File: src/rtl/montre_de1_cpu_oci_trace_monitor.sv
// OCI trace monitor: captures dct words into a FIFO and tracks test lifecycle.
// Optional range check on dct_count enabled by defining OCI_TRACE_CHECK_EN.
module montre_de1_cpu_oci_trace_monitor #(
  parameter int SLOT_W = 2,
  parameter int SLOTS  = 15,
  parameter int CNT_W  = 4,
  parameter int DEPTH  = 16,
  parameter int DROP_W = 16
) (
  input  logic                          clk,
  input  logic                          reset_n,
  input  logic                          arm,
  input  logic                          dct_valid,
  input  logic [SLOT_W*SLOTS-1:0]       dct_buffer,
  input  logic [CNT_W-1:0]              dct_count,
  input  logic                          test_ending,
  input  logic                          test_has_ended,
  input  logic                          rd_req,
  output logic                          rd_valid,
  output logic [CNT_W+SLOT_W*SLOTS-1:0] rd_data,
  output logic [$clog2(DEPTH):0]        level,
  output logic                          overflow,
  output logic [DROP_W-1:0]             drop_cnt,
  output logic [1:0]                    state_o,
  output logic                          done,
  output logic                          proto_err
);

  localparam int BUF_W = SLOT_W * SLOTS;
  localparam int ENT_W = CNT_W + BUF_W;
  localparam int AW    = $clog2(DEPTH);
  localparam int LW    = AW + 1;

  typedef enum logic [1:0] {
    IDLE    = 2'd0,
    CAPTURE = 2'd1,
    DRAIN   = 2'd2,
    DONE    = 2'd3
  } state_t;

  state_t          state;
  logic            ended_seen;
  logic [AW-1:0]   wr_ptr;
  logic [AW-1:0]   rd_ptr;
  logic [ENT_W-1:0] mem [DEPTH];

  logic          restart;
  logic          push_q;
  logic          bad;
  logic          push_ok;
  logic          full;
  logic          pop_ok;
  logic          wr_en;
  logic          drop;
  logic [LW-1:0] lvl_nxt;

  assign restart = arm && (state == IDLE || state == DONE);
  assign push_q  = (state == CAPTURE) && dct_valid && (dct_count != '0);
  assign push_ok = push_q && !bad;
  assign full    = (level == LW'(DEPTH));
  assign pop_ok  = rd_req && (level != '0) && !restart;
  // A full FIFO still accepts a push when a pop frees a slot this cycle
  assign wr_en   = push_ok && (!full || pop_ok);
  assign drop    = push_ok && full && !pop_ok;
  assign state_o = state;

`ifdef OCI_TRACE_CHECK_EN
  assign bad = push_q && (dct_count > CNT_W'(SLOTS));

  always_ff @(posedge clk or negedge reset_n) begin
    if (!reset_n) begin
      proto_err <= 1'b0;
    end else if (restart) begin
      proto_err <= 1'b0;
    end else if (bad) begin
      proto_err <= 1'b1;
    end
  end
`else
  assign bad       = 1'b0;
  assign proto_err = 1'b0;
`endif

  always_comb begin
    lvl_nxt = level;
    if (wr_en && !pop_ok) begin
      lvl_nxt = level + 1'b1;
    end else if (!wr_en && pop_ok) begin
      lvl_nxt = level - 1'b1;
    end
  end

  // DONE is entered on the same edge that empties the FIFO
  always_ff @(posedge clk or negedge reset_n) begin
    if (!reset_n) begin
      state      <= IDLE;
      done       <= 1'b0;
      ended_seen <= 1'b0;
    end else begin
      unique case (state)
        IDLE: begin
          if (arm) begin
            state      <= CAPTURE;
            ended_seen <= 1'b0;
          end
        end
        CAPTURE: begin
          if (test_has_ended) begin
            ended_seen <= 1'b1;
          end
          if (test_ending || test_has_ended) begin
            state <= DRAIN;
          end
        end
        DRAIN: begin
          if (test_has_ended) begin
            ended_seen <= 1'b1;
          end
          if (ended_seen && lvl_nxt == '0) begin
            state <= DONE;
            done  <= 1'b1;
          end
        end
        DONE: begin
          if (arm) begin
            state      <= CAPTURE;
            done       <= 1'b0;
            ended_seen <= 1'b0;
          end
        end
        default: state <= IDLE;
      endcase
    end
  end

  always_ff @(posedge clk) begin
    if (wr_en) begin
      mem[wr_ptr] <= {dct_count, dct_buffer};
    end
  end

  always_ff @(posedge clk or negedge reset_n) begin
    if (!reset_n) begin
      wr_ptr   <= '0;
      rd_ptr   <= '0;
      level    <= '0;
      rd_valid <= 1'b0;
      rd_data  <= '0;
      overflow <= 1'b0;
      drop_cnt <= '0;
    end else begin
      rd_valid <= pop_ok;
      if (pop_ok) begin
        rd_data <= mem[rd_ptr];
      end
      if (restart) begin
        wr_ptr   <= '0;
        rd_ptr   <= '0;
        level    <= '0;
        overflow <= 1'b0;
        drop_cnt <= '0;
      end else begin
        if (wr_en) begin
          wr_ptr <= wr_ptr + 1'b1;
        end
        if (pop_ok) begin
          rd_ptr <= rd_ptr + 1'b1;
        end
        level <= lvl_nxt;
        if (drop) begin
          overflow <= 1'b1;
          if (drop_cnt != '1) begin
            drop_cnt <= drop_cnt + 1'b1;
          end
        end
      end
    end
  end

endmodule

File: config.mk
export PLATFORM = sky130hd
export DESIGN_NAME = montre_de1_cpu_oci_trace_monitor
export DESIGN_NICKNAME = d
export VERILOG_FILES = /design/src/rtl/montre_de1_cpu_oci_trace_monitor.sv
export SDC_FILE = /design/constraint.sdc
export NUM_CORES = 1
export LEC_CHECK = 0
export ABC_AREA = 1
export BUFFER_PORTS_ARGS = -buffer_cell sky130_fd_sc_hd__buf_2
export CORE_ASPECT_RATIO = 0.75
export CORE_MARGIN = 5
export CORE_UTILIZATION = 65
export CTS_CLUSTER_SIZE = 25
export DETAILED_ROUTE_END_ITERATION = 7
export PLACE_DENSITY = 0.95
export SLEW_MARGIN = 25
export SYNTH_ARGS = -nofsm -noshare
export SYNTH_HDL_FRONTEND = slang
export SYNTH_SLANG_ARGS = --single-unit
File: constraint.sdc
create_clock -name clk -period 9.9 [get_ports clk]
set_input_delay 0.99 -clock clk [delete_from_list [all_inputs] [get_ports clk]]
set_output_delay 0.99 -clock clk [all_outputs]
set_load 0.02 [all_outputs]
==> impl_metrics.toml, run 1 <==
[critical_path]
reg2reg_slack_ns = 5.39
path_delay_family = "simple AND/OR/NAND/NOR gates"
path_cells = "inv_1 > ha_1 > nand2_1 > nand3_4 > buf_4 > inv_4 > nor2_4 > inv_1 > nand2_1 > inv_2 > nand2_1 > nor2_4 > buf_4"
critPathKind = "reg -> reg"
crit_arrival_ns = 4.77
critPathLaunch = "state_o[0]"
r2r_end = "mem[2][3]"
end_kind = "flop"
critPathMaxStageDelay_ns = 0.69
crit_path_frequent_cell = "nand2_1"
path_max_fanout = 41
reg2reg_from = "state_o[0]"
cp_num_buf_inv = 6
reg2reg_depth = 13
cp-start-kind = "flop"
cp.required_ns = 10.16
crit_slowest_cell = "nor2_4"

[clock_network]
clk_pin_slew_ns = 0.06
ctsResizeCount = 0
clock-sinks = 613
cts-root-buf = "clkbuf_16"
postCtsHoldBufs = 0
cts.path.max_buffers = 3
postCtsSetupRepairBufs = 0
htree_levels = 2
worstSkewPairLatency_ns = 0.60
cts_tree = "done"
cts_buffers = 54

[sta]
setup_tns_ns = 0
skew_ns = 0.0164
rsz0062_at_grt = "false"
setup_viol = 0
worst_pin_slew_ns = 1.04
fmaxAchievable_mhz = 222
slew_violations = 0
maxSlewHeadroom_pct = 30.7
fin_crit_ns = 4.51
setup_ws_ns = 5.39
min_period_over_period_pct = 45.6
hold_viol_final = 0

[detailed_routing]
vias = 17700
routed_wl_um = 67100
drt_iter0_drc = 3555
dr.pass1.iters = 8
drc = 2
routed_via_density = 6.95
antenna_left = 0
avgRoutedWirePerCell_um = 26.3

[global_routing]
grt_pass1_wl_um = 102000
grt_max_degree = 174
grt.overflow.total = 0
antenna_found_initial = 0
grt_pass1_vias = 17800
grt_use_total_pct = 32.2

[placed_design]
place_ws_ns = 5.44
io_buffers = 100
globalplace.congestion = 0.856
dp_hpwl_um = 36300
placed_area_mm2 = 0.0256

[power_and_ir_drop]
vdd_drop_max_uv = 160
p_per_area_mw_per_mm2 = 272
p_leak_nw = 9.50

[hold_path]
hold_class = "in -> async"

[finish]
antennaDiodeCount = 0
design_area_mm2 = 0.0274
final_cell_mix = "edfxtp_1 (544), nor2_1 (362), o21ai_0 (335)"
drive_gt1_share_pct = 12.7
final_common_cell = "edfxtp_1"
area_delta_synth_final_pct = 12.3
num-nets-final = 2059

[run]
maxCapViolCount = 0

[floorplan]
core_mm2 = 0.0371
rows = 61
die_y_um = 178
boundaryPins = 102
dieWidth_um = 234
dieArea_mm2 = 0.0416
initial_utilization_pct = 65.8

[logic_synthesis]
syn_nets = 2003
synth.area.top_cells = "edfxtp_1 (67%), dfrtp_1 (7.1%), o21ai_0 (6.9%), nor2_1 (5.8%), o22ai_1 (4.2%)"
yosys.area.top_type = "edfxtp_1"
ys_types = 43
avgSynthCellArea_um2 = 12.5
yosysSeqAreaShare_pct = 74.0
synth_area_mm2 = 0.0244
yosys_warnings = 0
synth_top_cell_area_share_pct = 66.9
ys_ff_latch = 613
syn_inst = 1950

[outcome]
violations = "DRC"
status = "finished with violations"
-- power by group --
group          internal [W]  switching (W)  total (W)
clock               0.00121       0.000928    0.00214
combinational      0.000589        0.00159    0.00218
sequential          0.00297       0.000167    0.00314
total               0.00477        0.00268    0.00746
-- worst max path at each step --
| stage | end | slack, ns | depth (start not counted) |
|---|---|---|---|
| CTS | mem[2][3] | 5.65 | 13 |
| detailed placement | mem[12][26] | 5.44 | 11 |
| global placement | mem[3][25] | 5.45 | 11 |
| finish | mem[2][3] | 5.39 | 13 |
| floorplan | mem[11][0] | 6.25 | 9 |
| global route | mem[2][2] | 5.25 | 13 |
-- through the flow --
| stage | utilization (%) | hold slack [ns] | power [W] | std cells |
|---|---|---|---|---|
| final | 73.9 | 0.445 | 0.00746 | 2555 |
| after global routing | 73.9 | 0.495 | 0.00774 | 2555 |
| after CTS | 73.8 | 0.479 | 0.00736 | 2554 |
| after detailed placement | 69.0 | 0.460 | 0.00521 | 2453 |
| after global placement | 68.1 | 0.452 | 0.00505 | 2441 |
| after floorplan | - | 0.482 | 0.00454 | 1950 |
-- per-layer routing --
metal | vias to the layer above | share of wire, % | track usage (%)
met5 | - | 0 | 0
met4 | 0 | 5.3 | 15.7
met3 | 337 | 14 | 7.13
met2 | 1807 | 48 | 51.9
met1 | 8376 | 33 | 42.2
li1 | 7226 | - | -
-- Yosys cell counts, drive strengths merged --
master / count
nand2: 177
inv: 35
o31ai: 8
nand3: 27
o22ai: 165
nor4: 3
nand4: 4
o21bai: 2
conb: 1
edfxtp: 544
nor3b: 1
and3: 2
a21oi: 17
nor3: 9
a211oi: 1
buf: 20
o21ai: 345
dfrtp: 69
nand3b: 2
or2: 3
o21a: 1
o32ai: 5
xor2: 8
a31oi: 1
nor2: 382
ha: 12
xnor2: 1
clkbuf: 105
-- sequential cells by signal, summed over array words and instances (netlist names) --
register	cells
overflow	1
done	1
level	5
mem	544
rd_data	34
rd_valid	1
wr_ptr	4
rd_ptr	4
ended_seen	1
state_o	2
drop_cnt	16
-- final cells by class --
cell class / count / area, um^2
repair buffers: 125 / 940
inverters: 35 / 143
flip-flops and latches: 613 / 18100
well taps: 504 / 631
multi-input cells: 1177 / 5830
clock buffers: 82 / 1590
fillers: 1990 / 9690
clock inverters: 19 / 206
-- cell families (layout without fill, tap and decap cells) --
family          Yosys count  after routing  share of synthesized area [%]
simple gates            610            610                           9.99
other cells               1              1                         0.0154
xor+xnor                  9              9                          0.323
buf+inv                 160            261                           2.63
fa+ha+maj                12             12                          0.615
compound gates          545            545                           12.4
flops                   613            613                           74.0
No activity file was read; power rests on OpenSTA's default activity.
==> run 2, diff against run 1 <==
--- a/config.mk
+++ b/config.mk
@@ -9,10 +9,10 @@
 export BUFFER_PORTS_ARGS = -buffer_cell sky130_fd_sc_hd__buf_2
 export CORE_ASPECT_RATIO = 0.75
 export CORE_MARGIN = 5
-export CORE_UTILIZATION = 65
+export CORE_UTILIZATION = 55
 export CTS_CLUSTER_SIZE = 25
 export DETAILED_ROUTE_END_ITERATION = 7
-export PLACE_DENSITY = 0.95
+export PLACE_DENSITY = 0.87
 export SLEW_MARGIN = 25
 export SYNTH_ARGS = -nofsm -noshare
 export SYNTH_HDL_FRONTEND = slang
==> constraint.sdc (replaced) <==
create_clock -name clk -period 4 [get_ports clk]
set_input_delay 0.4 -clock clk [delete_from_list [all_inputs] [get_ports clk]]
set_output_delay 0.4 -clock clk [all_outputs]
set_load 0.02 [all_outputs]
==> impl_metrics.toml, run 2 (synthesis results as in run 1) <==
[outcome]
status = "finished clean"

[clock_network]
cts_tree = "done"
clock-sinks = 613
worstSkewPairLatency_ns = 0.59
cts_buffers = 55
cts.path.max_buffers = 3
clk_pin_slew_ns = 0.06
htree_levels = 2
postCtsSetupRepairBufs = 0
cts-root-buf = "clkbuf_16"

[sta]
fmaxAchievable_mhz = 330
hold_viol_final = 0
fin_crit_ns = 3.03
slew_violations = 0
min_period_over_period_pct = 75.8
maxSlewHeadroom_pct = 34.0
setup_tns_ns = 0
rsz0062_at_grt = "false"
worst_pin_slew_ns = 0.989
skew_ns = 0.0196
setup_viol = 0

[finish]
multi_input_area_mm2 = 0.00583
reg.largest.list = "mem: 544 flops, rd_data: 34 flops, drop_cnt: 16 flops"
regMostFlops = "mem"
stdcell_count = 2648
nFillCells = 3028
ff_latch_area_mm2 = 0.0181
largest_reg_flops = 544
num-nets-final = 2076
final_cell_mix = "edfxtp_1 (544), nor2_1 (362), o21ai_0 (335)"
area_delta_synth_final_pct = 13.2
drive_gt1_share_pct = 12.9
final_common_cell = "edfxtp_1"

[detailed_routing]
antenna_left = 0
drc = 0
routed_wl_um = 63200
avgRoutedWirePerCell_um = 23.9
routed_via_density = 6.31
drt_iter0_drc = 2241
dr.pass1.iters = 6
vias = 16700

[power_and_ir_drop]
p_per_area_mw_per_mm2 = 667
vdd_drop_max_uv = 479
p_leak_nw = 9.56

[global_routing]
grt_pass1_wl_um = 95900
grt_max_degree = 168
grt.overflow.total = 0
grt_pass1_vias = 16500
antenna_found_initial = 1
grt_use_total_pct = 25.5

[run]
maxCapViolCount = 0

[critical_path]
reg2reg_from = "state_o[0]"
end_kind = "flop"
crit_arrival_ns = 3.31
reg2reg_slack_ns = 0.97
cp.required_ns = 4.28
critPathLaunch = "state_o[0]"
critPathKind = "reg -> reg"
cp-start-kind = "flop"
path_max_fanout = 20

[floorplan]
boundaryPins = 102
core_mm2 = 0.0436
dieArea_mm2 = 0.0487
dieWidth_um = 253
die_y_um = 192
initial_utilization_pct = 56.0
rows = 66

[hold_path]
hold_start = "test_has_ended"
hold_class = "in -> reg"

[placed_design]
dp_hpwl_um = 36400
post-place-cells = 2542
globalplace.congestion = 0.873
io_buffers = 100
-- run 2: repair_timing --
item | 4_1_cts | 5_1_grt
hold buffers | 0 | 1
endpoints found under the hold margin | 0 | 69
gates resized for setup | 0 | 0
-- run 2: final cells by class --
| type | count | area share [%] |
|---|---|---|
| Sequential cell | 613 | 65.4 |
| Clock inverter | 25 | 1.05 |
| Multi-Input combinational cell | 1177 | 21.1 |
| Timing Repair Buffer | 141 | 3.84 |
| Inverter | 35 | 0.507 |
| Antenna cell | 2 | 0.0181 |
| Clock buffer | 77 | 5.50 |
| Tap cell | 578 | 2.62 |
-- run 2: per-stage QoR --
stage | hold slack [ns] | worst slack [ns] | util, % | cell area, um^2 | power, W
6_report | 0.0809 | 0.966 | 63.4 | 27600 | 0.0184
5_1_grt | 0.106 | 0.796 | 63.4 | 27600 | 0.0193
4_1_cts | 0.0283 | 0.974 | 63.3 | 27600 | 0.0184
3_5_place_dp | 0.463 | 1.01 | 59.1 | 25800 | 0.0131
3_3_place_gp | 0.458 | 1.11 | 59.1 | 25800 | 0.0128
2_1_floorplan | 0.104 | 0.462 | - | 24400 | 0.0112
-- run 2: final timing paths --
path,to,depth (start not counted)
max,mem[11][27],13
min in group asynchronous,rd_data[20],2
min,ended_seen,3
max reg2reg,mem[11][27],13
min reg2reg,rd_data[32],2
max in group asynchronous,rd_ptr[0],2
-- run 2: report_power, final --
| group | leakage, nW | switching [W] | internal [W] |
|---|---|---|---|
| Sequential | 5.78 | 0.000282 | 0.00736 |
| Combinational | 2.91 | 0.00390 | 0.00157 |
| Clock | 0.872 | 0.00229 | 0.00304 |
| Total | 9.56 | 0.00647 | 0.0120 |
-- run 2: metal layers --
layer,global-route usage (%),wire (um),vias up
li1,-,-,7273
met1,33.8,22700,8045
met2,43.2,30800,1196
met3,3.77,7050,188
met4,9.98,2600,0
met5,0,0,-
-- run 2: critical path, stage by stage (launching register included) --
cell,delay (ns)
dfrtp_1,0.42
inv_1,0.07
ha_1,0.31
nand2_1,0.08
buf_4,0.22
nand3_4,0.11
inv_4,0.07
nor2_4,0.03
inv_1,0.05
nand2_1,0.13
inv_2,0.14
nand2_1,0.27
nor2_4,0.55
buf_12,0.26
